`src/rtl/mem_access_unit_if.sv`:
```
// Data-bus bundle between the MEM-stage load/store unit and data memory.
// Single-outstanding valid/ack protocol: bus_req is held until one bus_ack strobe.
interface mem_access_unit_if;
  logic        bus_req;
  logic        bus_we;
  logic [31:0] bus_addr;
  logic [31:0] bus_wdata;
  logic [3:0]  bus_be;
  logic        bus_ack;
  logic [31:0] bus_rdata;

  modport master (
    output bus_req, bus_we, bus_addr, bus_wdata, bus_be,
    input  bus_ack, bus_rdata
  );

  modport slave (
    input  bus_req, bus_we, bus_addr, bus_wdata, bus_be,
    output bus_ack, bus_rdata
  );
endinterface

```
`src/rtl/mem_access_unit.sv`:
```
// MEM-stage load/store unit: checks alignment, drives one bus access at a time,
// stalls the pipeline while busy and formats load data for writeback (data_mem).
module mem_access_unit #(
  parameter int unsigned TIMEOUT_CYCLES = 64
) (
  input  logic                      clk,
  input  logic                      rst_n,
  input  logic                      mem_read_m,
  input  logic                      mem_write_m,
  input  logic [1:0]                size_m,
  input  logic                      unsigned_m,
  input  logic [31:0]               addr_m,
  input  logic [31:0]               wdata_m,
  output logic                      stall_m,
  output logic                      fault_m,
  output logic [31:0]               data_mem,
  output logic                      data_mem_valid,
  mem_access_unit_if.master         bus
);

  typedef enum logic [1:0] {IDLE, BUS, DONE} state_e;

  localparam logic [7:0] CNT_LAST = 8'(TIMEOUT_CYCLES - 1);

  state_e      state_q, state_d;
  logic [7:0]  cnt_q, cnt_d;
  logic        bus_req_q, bus_req_d;
  logic        bus_we_q, bus_we_d;
  logic [31:0] bus_addr_q, bus_addr_d;
  logic [31:0] bus_wdata_q, bus_wdata_d;
  logic [3:0]  bus_be_q, bus_be_d;
  logic [31:0] data_mem_q, data_mem_d;
  logic        data_mem_valid_q, data_mem_valid_d;
  logic        fault_q, fault_d;
  // Load formatting info latched at request time so the bus phase does not
  // depend on the (held) pipeline inputs.
  logic [1:0]  size_q, size_d;
  logic [1:0]  lane_q, lane_d;
  logic        uns_q, uns_d;

  logic        req_any, legal, size_ok;
  logic [31:0] st_wdata;
  logic [3:0]  st_be;
  logic [7:0]  ld_byte;
  logic [15:0] ld_half;
  logic [31:0] ld_fmt;

  // Request legality: one direction only, legal size, natural alignment.
  always_comb begin
    size_ok = 1'b0;
    case (size_m)
      2'b00:   size_ok = 1'b1;
      2'b01:   size_ok = ~addr_m[0];
      2'b10:   size_ok = (addr_m[1:0] == 2'b00);
      default: size_ok = 1'b0;
    endcase
    req_any = mem_read_m | mem_write_m;
    legal   = (mem_read_m ^ mem_write_m) & size_ok;
  end

  // Store lane replication and byte enables.
  always_comb begin
    st_wdata = wdata_m;
    st_be    = 4'b1111;
    case (size_m)
      2'b00: begin
        st_wdata = {4{wdata_m[7:0]}};
        st_be    = 4'b0001 << addr_m[1:0];
      end
      2'b01: begin
        st_wdata = {2{wdata_m[15:0]}};
        st_be    = addr_m[1] ? 4'b1100 : 4'b0011;
      end
      default: begin
        st_wdata = wdata_m;
        st_be    = 4'b1111;
      end
    endcase
  end

  // Load lane extraction and sign/zero extension.
  always_comb begin
    ld_byte = bus.bus_rdata[7:0];
    case (lane_q)
      2'd0:    ld_byte = bus.bus_rdata[7:0];
      2'd1:    ld_byte = bus.bus_rdata[15:8];
      2'd2:    ld_byte = bus.bus_rdata[23:16];
      default: ld_byte = bus.bus_rdata[31:24];
    endcase
    ld_half = lane_q[1] ? bus.bus_rdata[31:16] : bus.bus_rdata[15:0];
    case (size_q)
      2'b00:   ld_fmt = {{24{~uns_q & ld_byte[7]}}, ld_byte};
      2'b01:   ld_fmt = {{16{~uns_q & ld_half[15]}}, ld_half};
      default: ld_fmt = bus.bus_rdata;
    endcase
  end

  // State and datapath registers.
  always_ff @(posedge clk or negedge rst_n) begin
    if (!rst_n) begin
      state_q          <= IDLE;
      cnt_q            <= '0;
      bus_req_q        <= 1'b0;
      bus_we_q         <= 1'b0;
      bus_addr_q       <= '0;
      bus_wdata_q      <= '0;
      bus_be_q         <= '0;
      data_mem_q       <= '0;
      data_mem_valid_q <= 1'b0;
      fault_q          <= 1'b0;
      size_q           <= '0;
      lane_q           <= '0;
      uns_q            <= 1'b0;
    end else begin
      state_q          <= state_d;
      cnt_q            <= cnt_d;
      bus_req_q        <= bus_req_d;
      bus_we_q         <= bus_we_d;
      bus_addr_q       <= bus_addr_d;
      bus_wdata_q      <= bus_wdata_d;
      bus_be_q         <= bus_be_d;
      data_mem_q       <= data_mem_d;
      data_mem_valid_q <= data_mem_valid_d;
      fault_q          <= fault_d;
      size_q           <= size_d;
      lane_q           <= lane_d;
      uns_q            <= uns_d;
    end
  end

  // Next-state: IDLE -> BUS -> DONE -> IDLE, with ack or timeout ending BUS.
  always_comb begin
    state_d          = state_q;
    cnt_d            = cnt_q;
    bus_req_d        = bus_req_q;
    bus_we_d         = bus_we_q;
    bus_addr_d       = bus_addr_q;
    bus_wdata_d      = bus_wdata_q;
    bus_be_d         = bus_be_q;
    data_mem_d       = data_mem_q;
    data_mem_valid_d = 1'b0;
    fault_d          = 1'b0;
    size_d           = size_q;
    lane_d           = lane_q;
    uns_d            = uns_q;
    case (state_q)
      IDLE: begin
        if (legal) begin
          bus_req_d   = 1'b1;
          bus_we_d    = mem_write_m;
          bus_addr_d  = {addr_m[31:2], 2'b00};
          bus_wdata_d = st_wdata;
          bus_be_d    = mem_write_m ? st_be : 4'b1111;
          cnt_d       = '0;
          size_d      = size_m;
          lane_d      = addr_m[1:0];
          uns_d       = unsigned_m;
          state_d     = BUS;
        end
      end
      BUS: begin
        if (bus.bus_ack) begin
          bus_req_d = 1'b0;
          if (!bus_we_q) begin
            data_mem_d       = ld_fmt;
            data_mem_valid_d = 1'b1;
          end
          state_d = DONE;
        end else if (cnt_q == CNT_LAST) begin
          bus_req_d = 1'b0;
          fault_d   = 1'b1;
          state_d   = DONE;
        end else begin
          cnt_d = cnt_q + 8'd1;
        end
      end
      default: state_d = IDLE;
    endcase
  end

  // Outputs: stall covers the request cycle combinationally; during reset
  // the combinational outputs are forced low alongside the cleared flops.
  always_comb begin
    stall_m = rst_n & (((state_q == IDLE) & legal) | (state_q == BUS));
    fault_m = rst_n & (((state_q == IDLE) & req_any & ~legal) | fault_q);
    data_mem       = data_mem_q;
    data_mem_valid = data_mem_valid_q;
    bus.bus_req    = bus_req_q;
    bus.bus_we     = bus_we_q;
    bus.bus_addr   = bus_addr_q;
    bus.bus_wdata  = bus_wdata_q;
    bus.bus_be     = bus_be_q;
  end

endmodule

```
`src/flat_wrapper.sv`:
```
// flat-port wrapper written by rule: the top's interface ports become plain ports
module mem_access_unit_flat 
#(
  parameter int unsigned TIMEOUT_CYCLES = 64
)
  (clk, rst_n, mem_read_m, mem_write_m, size_m, unsigned_m, addr_m, wdata_m, stall_m, fault_m, data_mem, data_mem_valid, bus_bus_req, bus_bus_we, bus_bus_addr, bus_bus_wdata, bus_bus_be, bus_bus_ack, bus_bus_rdata);
  mem_access_unit_if bus_i ();
  input  logic clk;
  input  logic rst_n;
  input  logic mem_read_m;
  input  logic mem_write_m;
  input  logic [1:0] size_m;
  input  logic unsigned_m;
  input  logic [31:0] addr_m;
  input  logic [31:0] wdata_m;
  output logic stall_m;
  output logic fault_m;
  output logic [31:0] data_mem;
  output logic data_mem_valid;
  output wire logic [$bits(bus_i.bus_req)-1:0] bus_bus_req;
  output wire logic [$bits(bus_i.bus_we)-1:0] bus_bus_we;
  output wire logic [$bits(bus_i.bus_addr)-1:0] bus_bus_addr;
  output wire logic [$bits(bus_i.bus_wdata)-1:0] bus_bus_wdata;
  output wire logic [$bits(bus_i.bus_be)-1:0] bus_bus_be;
  input wire logic [$bits(bus_i.bus_ack)-1:0] bus_bus_ack;
  input wire logic [$bits(bus_i.bus_rdata)-1:0] bus_bus_rdata;
  assign bus_bus_req = bus_i.bus_req;
  assign bus_bus_we = bus_i.bus_we;
  assign bus_bus_addr = bus_i.bus_addr;
  assign bus_bus_wdata = bus_i.bus_wdata;
  assign bus_bus_be = bus_i.bus_be;
  assign bus_i.bus_ack = bus_bus_ack;
  assign bus_i.bus_rdata = bus_bus_rdata;
  mem_access_unit #(.TIMEOUT_CYCLES(TIMEOUT_CYCLES)) u_core (.clk(clk), .rst_n(rst_n), .mem_read_m(mem_read_m), .mem_write_m(mem_write_m), .size_m(size_m), .unsigned_m(unsigned_m), .addr_m(addr_m), .wdata_m(wdata_m), .stall_m(stall_m), .fault_m(fault_m), .data_mem(data_mem), .data_mem_valid(data_mem_valid), .bus(bus_i));
endmodule
```
`config.mk`:
```
export PLATFORM = sky130hd
export DESIGN_NAME = mem_access_unit_flat
export DESIGN_NICKNAME = d
export VERILOG_FILES = /design/src/rtl/mem_access_unit_if.sv /design/src/rtl/mem_access_unit.sv /design/src/flat_wrapper.sv
export SDC_FILE = /design/constraint.sdc
export NUM_CORES = 1
export LEC_CHECK = 0
export ABC_AREA = 1
export ABC_CLOCK_PERIOD_IN_PS = 1270
export BUFFER_PORTS_ARGS = -buffer_cell sky130_fd_sc_hd__buf_2
export CORE_MARGIN = 2
export CORE_UTILIZATION = 25
export DETAILED_ROUTE_END_ITERATION = 10
export PLACE_DENSITY = 0.45
export SLEW_MARGIN = 25
export SYNTH_ARGS = -nofsm -noshare
export SYNTH_HDL_FRONTEND = slang
export SYNTH_SLANG_ARGS = --single-unit
```
`constraint.sdc`:
```
create_clock -name clk -period 1.27 [get_ports clk]
set_input_delay 0.127 -clock clk [delete_from_list [all_inputs] [get_ports clk]]
set_output_delay 0.127 -clock clk [all_outputs]
set_load 0.02 [all_outputs]
```
# After elaboration in Yosys (flattened, before gate mapping)
# Index checks and enable logic that the tools add are counted.
[totals]
regBits = 117
input_bits = 104
out_inout_bits = 105
wordCells = 79
[op_classes]
n_addsub = 1
n_eq_ne = 11
shifts = 1
mux = 26
n_bitwise = 16
n_reduce_logical = 11
[op_table]
columns = ["op", "count"]
rows = [
  ["32-bit one-hot mux with 2 select lines", 2],
  ["8-bit 2-to-1 mux", 3],
  ["8-bit one-hot mux with 3 select lines", 1],
  ["16-bit 2-to-1 mux", 1],
  ["8-bit one-hot mux with 2 select lines", 1],
  ["2-bit logical NOT", 5],
  ["1-bit 2-to-1 mux", 9],
  ["8-bit by 1-bit adder with 8-bit output, second input constant", 1],
  ["1-bit AND", 8],
  ["2-bit by 1-bit equality test with 1-bit output, second input constant", 4],
  ["8-bit by 6-bit equality test with 1-bit output, second input constant", 1],
  ["4-bit 2-to-1 mux", 2],
  ["4-bit one-hot mux with 2 select lines", 1],
  ["2-bit 2-to-1 mux", 3],
  ["3-bit AND reduction", 2],
  ["2-bit equality test, second input constant", 2],
  ["2-bit inequality test, second input constant", 2],
  ["1-bit inverter", 4],
  ["2-bit one-hot mux with 2 select lines", 1],
  ["2-bit AND reduction", 2],
  ["4-bit AND reduction", 1],
  ["1-bit by 2-bit left shift with 4-bit output, first input constant", 1],
  ["3-bit by 2-bit inequality test with 1-bit output, second input constant", 1],
  ["1-bit bitwise OR", 3],
  ["other kinds (5)", 5],
]

# Depth between registers and ports, before layout
[logic_depth]
depth_word = 7
depth_mapped = 9
mapped_depth_nobuf = 8

# Worst setup path after synthesis
# No wires, ideal clock.
[synth_timing]
kind = "input to output"
start = "input port mem_write_m"
end = "output port stall_m"
arrival_time_ps = 1386
required_time_ps = 1143
setup_slack_ps = -243
cell_stages = 7
cell_sequence = "inv_1 ha_1 a21boi_2 nand3_2 buf_6 buf_6 a21oi_1"
[synth_between]
elab_chain_len = 5
[synth_rtl]
columns = ["item", "line_no", "rtl"]
rows = [
  ["start, declared", "flat_wrapper.sv:11", "input logic mem_write_m;"],
  ["1-bit bitwise XOR", "mem_access_unit.sv:58", "legal = (mem_read_m ^ mem_write_m) & size_ok;"],
  ["1-bit AND", "mem_access_unit.sv:58", ""],
  ["1-bit AND", "mem_access_unit.sv:184", "stall_m = rst_n & (((state_q == IDLE) & legal) | (state_q == BUS));"],
  ["1-bit bitwise OR", "mem_access_unit.sv:184", ""],
  ["1-bit AND", "mem_access_unit.sv:184", ""],
  ["end, declared", "flat_wrapper.sv:16", "output logic stall_m;"],
]
# Every way passes these cells.

# Worst setup path after layout
[layout_timing]
start = "register u_core.state_q[0]"
end = "output port fault_m"
[layout_between]
elab_chain_len = 5
[layout_rtl]
columns = ["item", "line_no", "rtl"]
rows = [
  ["start, declared", "mem_access_unit.sv:25", "state_e state_q, state_d;"],
  ["start signal, assigned", "mem_access_unit.sv:115", "state_q <= state_d;"],
  ["2-bit logical NOT", "mem_access_unit.sv:185", "fault_m = rst_n & (((state_q == IDLE) & req_any & ~legal) | fault_q);"],
  ["1-bit AND (2 in a row)", "mem_access_unit.sv:185", ""],
  ["1-bit bitwise OR", "mem_access_unit.sv:185", ""],
  ["1-bit AND", "mem_access_unit.sv:185", ""],
  ["end, declared", "flat_wrapper.sv:17", "output logic fault_m;"],
]
# Every way passes these cells.

==> run summary <==
Placed Cells incl. Taps - 1262
post-route cell area - 9313 sq um
final hold violations - 0
number of routed nets with antenna violations - 0
via density per instance - 4.396
register bit total from synthesis - 117
most used cells in the layout excluding fill and tap cells - sky130_fd_sc_hd__nand2_1 (289), sky130_fd_sc_hd__buf_2 (202), sky130_fd_sc_hd__dfrtp_1 (115)
dominant synthesized flop cell - sky130_fd_sc_hd__dfrtp_1
area of the die - 24000 sq um
share of flip-flops with an asynchronous set or reset after synthesis - 1.000
initial antenna violation count - 2
CP Class - flop to output port
Max transition margin - 0.5774
Seq/Total Area, Yosys - 0.5141
routed vias - 5992
share of post-route cells with drive strength above 1 - 0.4067
most common cell after layout, fill and taps aside - sky130_fd_sc_hd__nand2_1
crit path from - u_core.state_q[0]$_DFFE_PN0P_
setup slack after layout - -0.3381 ns
reg-to-reg slack, setup - -0.23 ns
pin slew with the least headroom to its limit - 0.6315 ns
post-place instance area - 7547 sq um
Warnings, synthesis - 0
global placer's final weighted congestion - 0.8389
final routed DRC violation total - 0
FF-to-FF End - u_core.data_mem[26]$_DFFE_PN0P_
max_cap viols - 0
Post-synth EDFFs - 0
ratio of final minimum period to clock period - 1.266
sequential cell area - 2930 sq um
root buf cell - sky130_fd_sc_hd__clkbuf_16
result of the run - complete, but fails checks
Die Span X - 154.9 um
total routing resource utilization after global routing - 0.1708
endpoint type of the worst setup path - output port
Overall Power - 19.23 mW
class of the worst hold path - input pin to flop
destination of the critical timing path - fault_m
synthesized-area fraction occupied by and/or/nand/nor cells - 0.3095
Max Clock Freq - 621.9 MHz
final slew viol count - 0
placement row count - 55
Worst Clk Skew - 0.01118 ns
number of buffers on the longest clock path - 2
area of the multi-input gates - 2766 sq um
most area-consuming cells after synthesis - sky130_fd_sc_hd__dfrtp_1 (51%), sky130_fd_sc_hd__nand2_1 (20%), sky130_fd_sc_hd__a21oi_1 (4.4%)
adder-cell area share of the yosys netlist - 0.004394
number of filler instances in the final layout - 2330
routed wire length per instance - 14.99 um
clk sink count - 117
starting density of the core - 0.2531
cell breakdown of the critical path - buf_6 > nor3_2 > a21oi_1 > nor2_1 > buf_4
HPWL reported at the end of detailed placement - 14070 um
final setup violation count - 116
vias in the first global route - 5984
I/O Pins - 209
wire length of the first global-routing pass - 32020 um
dominant combinational cell family by area after synthesis - simple AND/OR/NAND/NOR gates
launching element type of the critical path - flop
violations in the final reports - setup timing
Worst path max stage delay - 0.38 ns
highest-delay cell along the critical path - sky130_fd_sc_hd__dfrtp_1
TritonCTS clock tree - yes
critical path required time - 1.14 ns
worst-case reg-to-reg path depth - 10
Arrival @ worst endpoint - 1.48 ns
post-layout minimum cycle time - 1.608 ns
DRC marker count from the first detailed-route iteration - 177
RSZ-0062 raised after global routing - true
insertion delay of the later-clocked pin in the worst-skew pair - 0.42 ns
die span in y - 154.9 um
worst-path fanout max - 3
clock transition at the registers of the reported paths - 0.06 ns
buffers added on ports - 206
total gr overflow - 0
total iterations of the first detailed-routing run - 4
Clock H-tree levels - 4
post-synthesis share of cell area spent on xor and xnor gates - 0.003076
core box area - 22500 sq um
synthesized area divided by synthesized cell count - 7.604 sq um
post-synth top area share - 0.5141
maximum vdd drop - 796.8 uV
post-synthesis cell count - 749
Final Routed Wirelength - 20440 um
Crit Reg-Reg Startpoint - u_core.state_q[0]$_DFFE_PN0P_
mux contribution to synthesized area - 0
static power due to leakage - 4.845 nW
post-layout net count - 1170
Post-Place Worst Slack - -0.3631 ns
post-synthesis cell type count - 31
Final Instance Count excl. Fillers - 1363
cell type with the highest aggregate area in the netlist - sky130_fd_sc_hd__dfrtp_1
CTS buffer count - 17
mapped cell area - 5695 sq um
largest net degree at the start of global routing - 76
area fraction in compound gates after synthesis - 0.09952
power density normalized to cell area - 2065 nW/um^2
signed area change from the synthesized netlist to the final layout - 63.51%
[power by group]
group | internal (mW) | leakage [nW] | switching [mW]
logic | 3.33 | 3.10 | 4.82
registers | 5.11 | 1.45 | 0.840
clock network | 3.22 | 0.296 | 1.92
[cell usage after synthesis, types with 2 or more instances]
| library cell | n |
|---|---|
| sky130_fd_sc_hd__a21oi_1 | 50 |
| sky130_fd_sc_hd__buf_2 | 18 |
| sky130_fd_sc_hd__buf_4 | 3 |
| sky130_fd_sc_hd__buf_6 | 4 |
| sky130_fd_sc_hd__clkbuf_1 | 15 |
| sky130_fd_sc_hd__dfrtp_1 | 117 |
| sky130_fd_sc_hd__ha_1 | 2 |
| sky130_fd_sc_hd__inv_1 | 42 |
| sky130_fd_sc_hd__inv_2 | 3 |
| sky130_fd_sc_hd__nand2_1 | 309 |
| sky130_fd_sc_hd__nand2_2 | 2 |
| sky130_fd_sc_hd__nand3_1 | 43 |
| sky130_fd_sc_hd__nand3_2 | 2 |
| sky130_fd_sc_hd__nor2_1 | 50 |
| sky130_fd_sc_hd__nor3_1 | 2 |
| sky130_fd_sc_hd__o211ai_1 | 6 |
| sky130_fd_sc_hd__o21ai_0 | 34 |
| sky130_fd_sc_hd__o21ai_1 | 12 |
| sky130_fd_sc_hd__or2_2 | 22 |
| sky130_fd_sc_hd__xor2_1 | 2 |
[through the flow]
stage | utilization | hold slack (ns) | setup TNS [ns]
final | 0.4138 | 0.01930 | -13.54
after global routing | 0.4137 | 0.01327 | -26.79
after CTS | 0.4078 | 0.004782 | -18.60
after detailed placement | 0.3354 | 0.2166 | -28.32
after global placement | 0.3354 | 0.2220 | -25.29
after floorplan | - | -0.1686 | -0.1341
[cells by family (layout without fill, tap and decap cells)]
family,after synthesis,count (layout)
buffers and inverters,87,414
adders and majority gates,2,2
other,1,3
DFF,117,117
and+or+nand+nor,433,433
xor gates and xnor gates,2,2
AOI/OAI and AO/OA,107,107
[flip-flops by register name (all words and copies together), names as in the netlist]
register	flops
u_core.bus.bus_addr	30
u_core.uns_q	1
u_core.bus.bus_we	1
u_core.data_mem	32
u_core.lane_q	2
u_core.bus.bus_wdata	32
u_core.fault_q	1
u_core.cnt_q	8
u_core.state_q	2
u_core.size_q	2
u_core.bus.bus_req	1
u_core.data_mem_valid	1
u_core.bus.bus_be	4
[layer usage]
metal | part of all wire | global-route usage | vias up
li1 | - | - | 2990
met4 | 0.022 | 0.05556 | 2
met2 | 0.45 | 0.2681 | 213
met1 | 0.45 | 0.2218 | 2752
met3 | 0.077 | 0.05794 | 35
met5 | 0.00064 | 0 | -
[layout make-up]
cell class / count / area share
Antenna cell: 1 / 0.0002687
Clock inverter: 13 / 0.01868
Timing Repair Buffer: 336 / 0.2608
Inverter: 46 / 0.02163
Tap cell: 285 / 0.03829
Clock buffer: 19 / 0.04864
Multi-Input combinational cell: 546 / 0.2971
Sequential cell: 117 / 0.3147
[critical path, delay by kind of cell, from the launching register on]
family / cells / cell delay (ns)
and+or+nand+nor: 2 / 0.30
AOI/OAI and AO/OA: 1 / 0.10
buffers and inverters: 2 / 0.30
DFF: 1 / 0.38
[timing repair]
action	CTS	global route
buffers inserted	19	3
pin swaps	35	34
hold buffers	47	0
resized for setup	83	72
endpoints found under the setup margin	111	118
gates cloned	6	0
endpoints found under the hold margin	163	0
[worst min path at each step]
stage,slack (ns),from,depth (start not counted),end
2_1_floorplan,-0.17,rst_n,0,u_core.bus.bus_addr[10]$_DFFE_PN0P_
3_3_place_gp,0.22,rst_n,2,u_core.cnt_q[1]$_DFFE_PN0P_
3_5_place_dp,0.22,rst_n,2,u_core.cnt_q[1]$_DFFE_PN0P_
4_1_cts,0.005,wdata_m[24],3,u_core.bus.bus_wdata[24]$_DFFE_PN0P_
5_1_grt,0.01,wdata_m[24],3,u_core.bus.bus_wdata[24]$_DFFE_PN0P_
6_report,0.02,wdata_m[24],3,u_core.bus.bus_wdata[24]$_DFFE_PN0P_
Power figures use the tool's default switching activity.
